==> config.mk <==
export PLATFORM = sky130hd
export DESIGN_NAME = aes_axis_ingress_flat
export DESIGN_NICKNAME = d
export VERILOG_FILES = /design/src/rtl/aes_axis_ingress_if.sv /design/src/rtl/aes_axis_ingress.sv /design/src/flat_wrapper.sv
export SDC_FILE = /design/constraint.sdc
export NUM_CORES = 1
export LEC_CHECK = 0
export CAP_MARGIN = 20
export CORE_AREA = 2 2 160 162
export CTS_CLUSTER_DIAMETER = 100
export DETAILED_ROUTE_END_ITERATION = 16
export DIE_AREA = 0 0 162 164
export PLACE_DENSITY_LB_ADDON = 0.08
export SLEW_MARGIN = 40
export SYNTH_ARGS = -nofsm -noshare
export SYNTH_HDL_FRONTEND = slang
export SYNTH_SLANG_ARGS = --single-unit
==> constraint.sdc <==
create_clock -name clk -period 2 [get_ports clk]
set_input_delay 0.2 -clock clk [delete_from_list [all_inputs] [get_ports clk]]
set_output_delay 0.2 -clock clk [all_outputs]
set_load 0.01 [all_outputs]
==> src/rtl/aes_axis_ingress_if.sv <==
// Stream-side and controller-side bundle for aes_axis_ingress.
// Latency: none (wires only).
// Backpressure: carries s_axis_tready back to the stream source; the ingress stalls the stream while the controller is busy.
//
// Signal summary:
//   s_axis_tdata/tvalid/tlast : 32-bit command/data stream into the ingress
//   s_axis_tready             : ingress ready for a stream word
//   aes_cmd                   : latched leading command word of the current packet
//   fifo_data/fifo_w_e/addr   : one-cycle block write into the controller's input RAM
//   blk_cnt                   : full blocks stored for the current packet
//   start_o / done_i          : controller start pulse / completion pulse
//   overflow_o                : sticky, blocks were dropped in the current packet
interface aes_axis_ingress_if #(
   parameter int FIFO_ADDR_WIDTH = 9,
   parameter int FIFO_DATA_WIDTH = 128
);
   logic [31:0]                s_axis_tdata;
   logic                       s_axis_tvalid;
   logic                       s_axis_tready;
   logic                       s_axis_tlast;
   logic [0:31]                aes_cmd;
   logic [0:FIFO_DATA_WIDTH-1] fifo_data;
   logic                       fifo_w_e;
   logic [FIFO_ADDR_WIDTH-1:0] fifo_addr;
   logic [FIFO_ADDR_WIDTH-1:0] blk_cnt;
   logic                       start_o;
   logic                       done_i;
   logic                       overflow_o;

   // Ingress side.
   modport slave (
      input  s_axis_tdata, s_axis_tvalid, s_axis_tlast, done_i,
      output s_axis_tready, aes_cmd, fifo_data, fifo_w_e, fifo_addr,
             blk_cnt, start_o, overflow_o
   );

   // Stream source / controller side.
   modport master (
      output s_axis_tdata, s_axis_tvalid, s_axis_tlast, done_i,
      input  s_axis_tready, aes_cmd, fifo_data, fifo_w_e, fifo_addr,
             blk_cnt, start_o, overflow_o
   );
endinterface

==> src/rtl/aes_axis_ingress.sv <==
// Packs an AXI-Stream command packet (cmd word + 4-word blocks) into 128-bit RAM writes, then starts the AES controller.
// Latency: block write registered one cycle after its 4th word; start_o two cycles after the tlast handshake.
// Backpressure: tready drops from the cycle after tlast until the cycle after done_i is sampled in BUSY.
//
// Ports:
//   clk   : rising-edge clock
//   reset : asynchronous, active-low
//   bus   : aes_axis_ingress_if.slave (stream in, RAM write port, controller start/done, status)
//
// Block layout: fifo_data is declared [0:127]; word k of a block lands on
// bits [32k : 32k+31], so the first stream word is the most significant.
module aes_axis_ingress #(
   parameter int FIFO_ADDR_WIDTH = 9,
   parameter int FIFO_DATA_WIDTH = 128   // only 4 x 32 is supported
) (
   input  logic              clk,
   input  logic              reset,
   aes_axis_ingress_if.slave bus
);

   typedef enum logic [1:0] {
      ST_IDLE    = 2'd0,
      ST_COLLECT = 2'd1,
      ST_LAUNCH  = 2'd2,
      ST_BUSY    = 2'd3
   } state_t;

   // Highest storable block count: the RAM holds 2^W - 1 blocks.
   localparam logic [FIFO_ADDR_WIDTH-1:0] BLK_MAX = '1;

   state_t                     r_state;
   state_t                     w_state_nxt;
   logic                       r_tready;
   logic                       w_tready_nxt;
   logic                       r_start;

   logic [0:31]                r_cmd;
   logic [0:95]                r_acc;      // words 0..2 of the block in progress
   logic [1:0]                 r_idx;      // word index inside the block
   logic [0:FIFO_DATA_WIDTH-1] r_data;
   logic                       r_we;
   logic [FIFO_ADDR_WIDTH-1:0] r_addr;
   logic [FIFO_ADDR_WIDTH-1:0] r_blk_cnt;
   logic                       r_ovf;

   logic                       w_acc;
   logic                       w_room;
   logic [6:0]                 w_slot;

   assign w_acc  = bus.s_axis_tvalid & r_tready;
   assign w_room = (r_blk_cnt != BLK_MAX);
   assign w_slot = {r_idx, 5'd0};

   // ------------------------------------------------------------------
   // FSM: state register
   // ------------------------------------------------------------------
   always_ff @(posedge clk or negedge reset) begin
      if (!reset) begin
         r_state  <= ST_IDLE;
         r_tready <= 1'b0;
         r_start  <= 1'b0;
      end else begin
         r_state  <= w_state_nxt;
         // tready is registered so it is 0 during reset and only rises on
         // the first edge after release.
         r_tready <= w_tready_nxt;
         // The LAUNCH cycle produces a one-cycle start in the first BUSY cycle.
         r_start  <= (r_state == ST_LAUNCH);
      end
   end

   // ------------------------------------------------------------------
   // FSM: next state
   // ------------------------------------------------------------------
   always_comb begin
      w_state_nxt = r_state;
      case (r_state)
         ST_IDLE: begin
            if (w_acc) begin
               w_state_nxt = bus.s_axis_tlast ? ST_LAUNCH : ST_COLLECT;
            end
         end
         ST_COLLECT: begin
            if (w_acc && bus.s_axis_tlast) begin
               w_state_nxt = ST_LAUNCH;
            end
         end
         ST_LAUNCH: begin
            w_state_nxt = ST_BUSY;
         end
         ST_BUSY: begin
            // A done coinciding with our own start pulse belongs to no job
            // of ours, so it is not taken.
            if (bus.done_i && !r_start) begin
               w_state_nxt = ST_IDLE;
            end
         end
         default: begin
            w_state_nxt = ST_IDLE;
         end
      endcase
      w_tready_nxt = (w_state_nxt == ST_IDLE) || (w_state_nxt == ST_COLLECT);
   end

   // ------------------------------------------------------------------
   // Datapath: command latch, block assembly, RAM write port
   // ------------------------------------------------------------------
   always_ff @(posedge clk or negedge reset) begin
      if (!reset) begin
         r_cmd     <= '0;
         r_acc     <= '0;
         r_idx     <= 2'd0;
         r_data    <= '0;
         r_we      <= 1'b0;
         r_addr    <= '0;
         r_blk_cnt <= '0;
         r_ovf     <= 1'b0;
      end else begin
         r_we <= 1'b0;
         if (w_acc && (r_state == ST_IDLE)) begin
            r_cmd     <= bus.s_axis_tdata;
            r_blk_cnt <= '0;
            r_idx     <= 2'd0;
            r_addr    <= '0;
            r_ovf     <= 1'b0;
         end else if (w_acc && (r_state == ST_COLLECT)) begin
            if (r_idx == 2'd3) begin
               r_idx <= 2'd0;
               if (w_room) begin
                  r_we      <= 1'b1;
                  r_addr    <= r_blk_cnt;
                  r_data    <= {r_acc, bus.s_axis_tdata};
                  r_blk_cnt <= r_blk_cnt + 1'b1;
               end else begin
                  // RAM full: the block is dropped and the packet is flagged.
                  r_ovf <= 1'b1;
               end
            end else begin
               r_acc[w_slot +: 32] <= bus.s_axis_tdata;
               r_idx               <= r_idx + 2'd1;
            end
         end
         // A partial block at tlast simply stays in r_acc and is forgotten
         // when the next command word resets the index.
      end
   end

   assign bus.s_axis_tready = r_tready;
   assign bus.aes_cmd       = r_cmd;
   assign bus.fifo_data     = r_data;
   assign bus.fifo_w_e      = r_we;
   assign bus.fifo_addr     = r_addr;
   assign bus.blk_cnt       = r_blk_cnt;
   assign bus.start_o       = r_start;
   assign bus.overflow_o    = r_ovf;

endmodule
==> src/flat_wrapper.sv <==
// flat-port wrapper written by rule: the top's interface ports become plain ports
module aes_axis_ingress_flat 
#(
   parameter int FIFO_ADDR_WIDTH = 9,
   parameter int FIFO_DATA_WIDTH = 128                              
)
  (clk, reset, bus_s_axis_tdata, bus_s_axis_tvalid, bus_s_axis_tlast, bus_done_i, bus_s_axis_tready, bus_aes_cmd, bus_fifo_data, bus_fifo_w_e, bus_fifo_addr, bus_blk_cnt, bus_start_o, bus_overflow_o);
  aes_axis_ingress_if #(.FIFO_ADDR_WIDTH(FIFO_ADDR_WIDTH), .FIFO_DATA_WIDTH(FIFO_DATA_WIDTH)) bus_i ();
  input  logic clk;
  input  logic reset;
  input wire logic [$bits(bus_i.s_axis_tdata)-1:0] bus_s_axis_tdata;
  input wire logic [$bits(bus_i.s_axis_tvalid)-1:0] bus_s_axis_tvalid;
  input wire logic [$bits(bus_i.s_axis_tlast)-1:0] bus_s_axis_tlast;
  input wire logic [$bits(bus_i.done_i)-1:0] bus_done_i;
  output wire logic [$bits(bus_i.s_axis_tready)-1:0] bus_s_axis_tready;
  output wire logic [$bits(bus_i.aes_cmd)-1:0] bus_aes_cmd;
  output wire logic [$bits(bus_i.fifo_data)-1:0] bus_fifo_data;
  output wire logic [$bits(bus_i.fifo_w_e)-1:0] bus_fifo_w_e;
  output wire logic [$bits(bus_i.fifo_addr)-1:0] bus_fifo_addr;
  output wire logic [$bits(bus_i.blk_cnt)-1:0] bus_blk_cnt;
  output wire logic [$bits(bus_i.start_o)-1:0] bus_start_o;
  output wire logic [$bits(bus_i.overflow_o)-1:0] bus_overflow_o;
  assign bus_i.s_axis_tdata = bus_s_axis_tdata;
  assign bus_i.s_axis_tvalid = bus_s_axis_tvalid;
  assign bus_i.s_axis_tlast = bus_s_axis_tlast;
  assign bus_i.done_i = bus_done_i;
  assign bus_s_axis_tready = bus_i.s_axis_tready;
  assign bus_aes_cmd = bus_i.aes_cmd;
  assign bus_fifo_data = bus_i.fifo_data;
  assign bus_fifo_w_e = bus_i.fifo_w_e;
  assign bus_fifo_addr = bus_i.fifo_addr;
  assign bus_blk_cnt = bus_i.blk_cnt;
  assign bus_start_o = bus_i.start_o;
  assign bus_overflow_o = bus_i.overflow_o;
  aes_axis_ingress #(.FIFO_ADDR_WIDTH(FIFO_ADDR_WIDTH), .FIFO_DATA_WIDTH(FIFO_DATA_WIDTH)) u_core (.clk(clk), .reset(reset), .bus(bus_i));
endmodule
Word level (Yosys, flattened, before mapping)
Index checks and enable logic that the tools add are counted.
{ "word_totals": {"ff_bits": 282, "in_bits": 37} }
{ "classes": {"n_reduce_logical": 15, "shifts": 2, "add_sub_neg": 3, "n_eq_ne": 7, "bitwise": 4, "mux": 25} }
{ "ops": {"columns": ["cell", "n"], "rows": [
  ["$shift 97x9->96 const A", 1],
  ["$shiftx 97x9->96", 1],
  ["$bwmux 96", 1],
  ["$mux 9", 8],
  ["$mux 2", 7],
  ["$add 9x1->9 const B", 1],
  ["$ne 9x9->1 const B", 1],
  ["$neg 8->9", 1],
  ["$reduce_and 3->1", 3],
  ["$mux 1", 8],
  ["$not 7->8", 1],
  ["$pmux 2 s4", 1],
  ["$eq 2x2->1 const B", 3],
  ["$reduce_bool 2->1", 3],
  ["$eq 2x1->1 const B", 2],
  ["$logic_and 1x1->1", 4],
  ["$logic_not 2->1", 2],
  ["$reduce_and 4->1", 1],
  ["$add 2x1->2 const B", 1],
  ["$ne 2x2->1 const B", 1],
  ["$not 1->1", 2],
  ["$and 1x1->1", 1],
  ["$logic_not 1->1", 1],
  ["$logic_or 1x1->1", 1]
]} }

Logic depth before layout (Yosys ltp)
Gate-level depths: netlist of run 1.
{ "depth": {"depth_word": 6, "mapped_depth": 9} }

Worst setup path after synthesis of run 1
No wires, ideal clock.
{ "synth_path": {"path_kind": "reg2reg", "start": "register u_core.r_blk_cnt[0], in the netlist u_core.bus.blk_cnt[0]", "end": "register u_core.r_data (netlist bit u_core.bus.fifo_data[104])", "path_buffers": 1, "arrival_time_ns": 1.919, "path_slack_ns": -0.044, "required_ns": 1.875, "path_stages_with_launch": 9, "period_less_slack_ns": 2.044, "setup_ns": 0.125, "cell_sequence": "dfrtp_1 -> ha_1 -> nand2_1 -> nor3_1 -> ha_1 -> and2b_1 -> nand2_4 -> buf_6 -> mux2_2"} }
{ "synth_between": {"elab_chain_len": 2} }
{ "synth_lines": {"columns": ["item", "line_no", "source"], "rows": [
  ["start: declaration", "aes_axis_ingress.sv:43", "logic [FIFO_ADDR_WIDTH-1:0] r_blk_cnt;"],
  ["start signal: assignment", "aes_axis_ingress.sv:133", "r_blk_cnt <= r_blk_cnt + 1'b1;"],
  ["$ne 9x9->1", "aes_axis_ingress.sv:51", "assign w_room = (r_blk_cnt != BLK_MAX);"],
  ["$reduce_and 4->1 (no line)", null, null],
  ["end signal: assignment", "aes_axis_ingress.sv:132", "r_data <= {r_acc, bus.s_axis_tdata};"],
  ["end: declaration", "aes_axis_ingress.sv:40", "logic [0:FIFO_DATA_WIDTH-1] r_data;"]
]} }
No other way between the ends.
A chain may end at the register's enable or synchronous reset.

Worst setup path after layout of run 1
{ "layout_path": {"start": "register u_core.r_blk_cnt[1], in the netlist u_core.bus.blk_cnt[1]", "end": "register u_core.r_data (netlist bit u_core.bus.fifo_data[110])"} }
Same word-level chain as after synthesis.

==> impl_metrics.py, run 1 <==
metrics = {
    "outcome": {
        "status": "completed",
    },
    "route": {
        "wire_per_inst_microns": 18.53,
        "drt_iter0_drc": 600,
        "drt-pass1-iter-count": 5,
        "drc": 0,
        "antenna_left": 0,
        "viasPerCell": 5.094,
        "vias": 8114,
        "wirelength_mm": 29.52,
    },
    "clocking": {
        "clk_latency_ns": 0.54,
        "cts_root_buffer": "clkbuf_16",
        "clock_path_buffers": 3,
        "cts_htree_levels": 1,
        "numCtsBuffers": 30,
        "cts_tree": "done",
        "path_clk_slew_ns": 0.06,
        "clkSinkCount": 282,
    },
    "yosys": {
        "seq_area_frac_synth_pct": 61.68,
        "yosysTopAreaCellShare_pct": 61.68,
        "async_flop_share_pct": 100.0,
        "yosys-top-cells-area": "dfrtp_1, mux2i_1, o21ai_0",
        "ys_warn_count": 0,
        "yosysTopAreaCell": "dfrtp_1",
        "ys_ff_latch": 282,
        "synth_edf_count": 0,
        "syn_avg_cell_area_sq_um": 11.49,
        "ys.flop_type": "dfrtp_1",
        "synth_area_sq_um": 11440,
        "synthCells": 996,
        "ys_top_cells_by_count": "dfrtp_1, o21ai_0, nand2_1, inv_1, mux2i_1",
        "syn-num-nets": 1039,
        "synth_most_common_cell": "dfrtp_1",
        "synth_cell_type_count": 38,
    },
    "cells_and_area": {
        "drive_above_1_share_pct": 14.89,
        "area_growth_pct": 36.02,
        "nets": 1285,
        "postLayoutCoreUtil_pct": 62.70,
        "fill_cells": 2042,
        "regArea_sq_um": 7058,
        "multi_input_area_sq_um": 3776,
        "antenna_cells": 0,
    },
    "timing": {
        "finalHoldWorstSlack_ns": 0.1722,
        "clock_skew_ns": 0.01036,
        "fmax_mhz": 511.9,
        "setup_viol": 0,
        "layout_min_cycle_time_ns": 1.954,
        "final_hold_viol_count": 0,
        "relSlewSlack_pct": 70.71,
        "fin_crit_sh_pct": 97.68,
        "finalMaxSlewViolations": 0,
        "rsz0062_at_grt": "true",
        "tightest_slew_ns": 0.4385,
    },
    "min_path": {
        "hold_class": "primary input to asynchronous set/reset pin",
    },
    "global_route": {
        "grt-ovfl-total": 0,
        "antenna_found_initial": 0,
        "grt_max_degree": 89,
        "grt_pass1_wl_mm": 45.37,
        "grt_pass1_vias": 8030,
        "groute.usage.overall_pct": 21.44,
    },
    "die": {
        "die_w_microns": 162,
        "fp.dieH_microns": 164,
        "io_pins": 219,
        "core_area_sq_um": 24820,
        "die_area_sq_um": 26570,
        "start_util_pct": 46.10,
        "rows": 58,
    },
    "placement": {
        "post-dp-hpwl_mm": 18.27,
        "place.gp.congestion": 0.7459,
        "io_buffers": 218,
    },
    "job": {
        "maxCapViolCount": 0,
    },
    "power_and_ir_drop": {
        "vdd_drop_max_mv": 0.8743,
        "p_per_area_nw_per_um2": 1514,
        "leakage_nw": 7.674,
    },
    "setup_path": {
        "cp-start-kind": "flip-flop",
        "crit_type": "flip-flop to flip-flop",
        "path_max_fanout": 17,
        "required_ns": 2.42,
        "arrival_ns": 2.37,
        "endpoint_kind": "flip-flop",
    },
}
worst paths after layout:
check                                                  start                                     to  slack (ns)  cells after the start
setup / recovery           u_core.bus.blk_cnt[1]$_DFFE_PN0P_  u_core.bus.fifo_data[110]$_DFFE_PN0P_        0.05                      8
hold / removal                                         reset   u_core.bus.fifo_data[67]$_DFFE_PN0P_        0.17                      2
setup reg to reg           u_core.bus.blk_cnt[1]$_DFFE_PN0P_  u_core.bus.fifo_data[110]$_DFFE_PN0P_        0.05                      8
hold reg to reg            u_core.bus.overflow_o$_DFFE_PN0P_      u_core.bus.overflow_o$_DFFE_PN0P_        0.49                      1
max in group asynchronous                              reset   u_core.bus.fifo_data[48]$_DFFE_PN0P_        1.13                      3
min in group clk                                  bus_done_i            u_core.r_state[0]$_DFF_PN0_        0.31                      3
final cells by class:
class                           instances  share of cell area (%)
Clock buffer                           44                   5.290
Clock inverter                          9                  0.6834
Inverter                              102                   2.460
Multi-Input combinational cell        545                   24.26
Sequential cell                       282                   45.35
Tap cell                              330                   2.653
Timing Repair Buffer                  281                   19.30
per-layer routing:
metal	global-route usage, %	share of wire, %
met5	0	0
met4	4.787	1.6
met3	3.864	5.6
met2	34.66	47
met1	30.46	46
layout by cell type, fill, tap and decap left out, types with 2 or more instances in the layout:
master             n
bufinv_16          2
nand3_1           12
o21a_1             2
nand2_1          113
nand3b_1           4
buf_4             37
nand2b_1           3
clkinv_2           6
buf_6              2
clkbuf_8           2
o21ai_0          182
o211ai_1           5
nand4_1            2
dfrtp_1          281
ha_1               4
nor4_2             2
inv_1            101
nor2_1             2
clkbuf_16         35
mux2_2            53
o21ai_1           22
nand4b_1           2
o21ai_2            3
clkdlybuf4s50_1  217
mux2_4            11
nor2b_4            2
mux2i_1           99
clkbuf_1          12
buf_12            16
logic make-up (layout without fill, tap and decap cells):
group                    after synthesis  in the layout  synth area share [%]
AO/OA/AOI/OAI                        220            220                 9.908
adder cells (fa/ha/maj)                6              6                0.6562
AND/OR/NAND/NOR                      154            155                 6.037
XOR/XNOR                               1              1               0.07657
buffers and inverters                170            436                 6.682
multiplexers                         163            163                 14.96
flip-flops                           282            282                 61.68
through the flow:
stage               TNS [ns]  power (mW)  instances  worst slack (ns)  area (sq um)
CTS                        0       23.57       1585           0.01915         15320
floorplan                  0       13.30        996           0.04137         11450
finish                     0       23.56       1593           0.04636         15560
global route         -0.4065       25.09       1593          -0.03965         15560
global placement           0       17.98       1528           0.04380         14320
detailed placement  -0.05233       18.17       1528          -0.01759         14320
sequential cells by signal (all words and copies together), names as in the netlist:
signal                    flops
u_core.bus.overflow_o         1
u_core.bus.blk_cnt            9
u_core.bus.s_axis_tready      1
u_core.r_acc                 96
u_core.r_state                2
u_core.bus.fifo_addr          9
u_core.bus.fifo_w_e           1
u_core.r_idx                  2
u_core.bus.aes_cmd           32
u_core.bus.fifo_data        128
u_core.bus.start_o            1
critical path, stage by stage (launching register included):
cell,delay [ns]
dfrtp_1,0.39
ha_4,0.16
nand2_4,0.06
nor3_4,0.12
ha_2,0.20
and2b_2,0.26
nand2_8,0.14
buf_12,0.17
mux2_2,0.34
where the power goes:
group	internal, mW	switching, mW
Combinational	4.72	4.24
Sequential	8.20	1.12
Clock	3.09	2.19
Total	16.0	7.55
timing repair:
| action | CTS | global route |
|---|---|---|
| endpoints found under the setup margin | 30 | 106 |
| pin swaps | 0 | 0 |
| buffers inserted | 2 | 2 |
| endpoints found under the hold margin | 177 | 0 |
| hold buffers | 1 | 0 |
| resized for setup | 2 | 36 |
| gates cloned | 1 | 6 |
(Power assumes the default switching activity.)
==> inputs of run 2 (changes only) <==
- SKIP_LAST_GASP: default -> 1
==> run 2 against run 1 <==
  * Final cell count about the same
  * Utilization down 0.15 points
  * Design area decreased by 0.24%
  * Via count rose by 0.14%
  * Critical path depth is the same
  * Clock-buffer cell count did not move
  * First-iteration DRC count shrank 9.0%
  * Combinational power shrank 0.6%
  * Clock skew grew 0.0010 ns
  * Routed wire length about the same
  * Sequential power hardly changed
==> impl_metrics.py, run 2 (synthesized netlist as in run 1, its figures left out) <==
metrics = {
    "power_and_ir_drop": {
        "vdd_drop_max_mv": 0.8749,
        "p_per_area_nw_per_um2": 1515,
        "leakage_nw": 7.653,
    },
    "timing": {
        "fmax_mhz": 510.9,
        "rsz0062_at_grt": "true",
        "finalMaxSlewViolations": 0,
        "setup_viol": 0,
        "fin_crit_sh_pct": 97.87,
        "setup-tns-final_ns": 0,
        "clock_skew_ns": 0.01140,
        "relSlewSlack_pct": 71.47,
        "final_hold_viol_count": 0,
        "tightest_slew_ns": 0.4235,
        "layout_min_cycle_time_ns": 1.957,
    },
    "placement": {
        "io_buffers": 218,
        "place.gp.congestion": 0.7459,
        "post-dp-hpwl_mm": 18.27,
        "place_area_sq_um": 14320,
    },
    "setup_path": {
        "arrival_ns": 2.38,
        "endpoint_kind": "flip-flop",
        "rrSetupSlack_ns": 0.04,
        "required_ns": 2.42,
        "slowest_stage": "dfrtp_1",
        "path_max_fanout": 17,
        "crit_chain": "ha_4 > nand2_4 > nor3_4 > ha_2 > and2b_2 > nand2_8 > buf_12 > mux2_2",
        "slowest_delay_ns": 0.39,
        "r2r-end": "u_core.bus.fifo_data[110]$_DFFE_PN0P_",
        "crit_type": "flip-flop to flip-flop",
        "r2r-start": "u_core.bus.blk_cnt[1]$_DFFE_PN0P_",
        "r2r_cells": 8,
        "cp-start-kind": "flip-flop",
    },
    "route": {
        "drc": 0,
        "wire_per_inst_microns": 18.55,
        "drt-pass1-iter-count": 5,
        "wirelength_mm": 29.53,
        "drt_iter0_drc": 546,
        "antenna_left": 0,
        "viasPerCell": 5.104,
        "vias": 8125,
    },
    "clocking": {
        "clock_path_buffers": 3,
        "numCtsBuffers": 30,
        "cts_htree_levels": 1,
        "path_clk_slew_ns": 0.06,
        "cts_tree": "done",
        "clk_latency_ns": 0.55,
        "clkSinkCount": 282,
        "cts_root_buffer": "clkbuf_16",
    },
    "min_path": {
        "hold_class": "primary input to asynchronous set/reset pin",
    },
    "cells_and_area": {
        "antenna_cells": 0,
        "nets": 1284,
        "layout_common_cells": "dfrtp_1, clkdlybuf4s50_1, o21ai_0",
        "area_growth_pct": 35.70,
        "fill_cells": 2047,
        "final_common_cell": "dfrtp_1",
        "largest_register_ffs": 128,
        "drive_above_1_share_pct": 14.66,
        "final_area_sq_um": 15520,
    },
    "die": {
        "die_w_microns": 162,
        "rows": 58,
        "fp.dieH_microns": 164,
        "die_area_sq_um": 26570,
        "core_area_sq_um": 24820,
        "io_pins": 219,
        "start_util_pct": 46.10,
    },
    "global_route": {
        "antenna_found_initial": 0,
        "grt-ovfl-total": 0,
        "grt_max_degree": 89,
        "groute.usage.overall_pct": 21.44,
        "grt_pass1_vias": 8030,
        "grt_pass1_wl_mm": 45.37,
    },
    "outcome": {
        "status": "completed",
    },
    "job": {
        "maxCapViolCount": 0,
    },
}
==> run 2: cell count changes in the layout (fill, tap and decap cells not counted), sizes merged <==
cell / delta
clkbuf: -1
buf: +1
nand2b: -1
==> run 2: final cells by class <==
type / count / area, sq um / area share, %
clock buffer: 44 / 823.3 / 5.303
clock inverter: 9 / 106.4 / 0.6850
inverter: 102 / 382.9 / 2.466
multi-input combinational: 544 / 3752 / 24.17
sequential: 282 / 7058 / 45.46
tap: 330 / 412.9 / 2.660
timing repair buffer: 281 / 2989 / 19.25
==> run 2: worst max-delay path by stage <==
| stage | startpoint | end | cells past startpoint |
|---|---|---|---|
| global route | u_core.bus.blk_cnt[1]$_DFFE_PN0P_ | u_core.bus.fifo_data[106]$_DFFE_PN0P_ | 8 |
| floorplan | u_core.bus.blk_cnt[1]$_DFFE_PN0P_ | u_core.bus.fifo_data[104]$_DFFE_PN0P_ | 8 |
| global placement | u_core.bus.blk_cnt[1]$_DFFE_PN0P_ | u_core.bus.fifo_data[118]$_DFFE_PN0P_ | 8 |
| CTS | u_core.bus.blk_cnt[1]$_DFFE_PN0P_ | u_core.bus.fifo_data[126]$_DFFE_PN0P_ | 8 |
| detailed placement | u_core.bus.blk_cnt[1]$_DFFE_PN0P_ | u_core.bus.fifo_data[114]$_DFFE_PN0P_ | 8 |
| finish | u_core.bus.blk_cnt[1]$_DFFE_PN0P_ | u_core.bus.fifo_data[110]$_DFFE_PN0P_ | 8 |
==> run 2: power breakdown <==
group	internal, mW	switching, mW
clock	3.09	2.19
combinational	4.69	4.23
sequential	8.20	1.13
total	16.0	7.55
==> run 2: critical path, delay by kind of cell (launching register included) <==
family                     cells  cell delay, ns
and+or+nand+nor                4            0.57
DFF                            1            0.39
buffers and inverters          1            0.17
muxes                          1            0.34
adders and majority gates      2            0.36
==> run 2: timing repair <==
action / 4_1_cts / 5_1_grt
resized for setup: 1 / 32
buffers inserted: 2 / 2
gates cloned: 1 / 5
hold buffers: 1 / 0
endpoints found under the setup margin: 30 / 127
endpoints found under the hold margin: 177 / 0
==> run 2: metrics by stage <==
stage	worst slack (ns)	power, mW	hold WS, ns	utilization [%]	std cells
6_report	0.04257	23.53	0.1727	62.55	1592
5_1_grt	-0.04171	25.03	0.1910	62.55	1592
4_1_cts	-0.006956	23.57	0.1718	61.72	1585
3_5_place_dp	-0.01759	18.17	0.1494	57.70	1528
3_3_place_gp	0.04380	17.98	0.1415	57.70	1528
2_1_floorplan	0.04137	13.30	-0.09559	-	996
==> run 2: metal layers <==
metal  wire length [microns]  up-vias  track usage [%]
met5                       0        -                0
met4                     466        0            4.787
met3                    1749       32            3.864
met2                   14030      223            34.66
met1                   13290     4069            30.46
li1                        -     3801                -
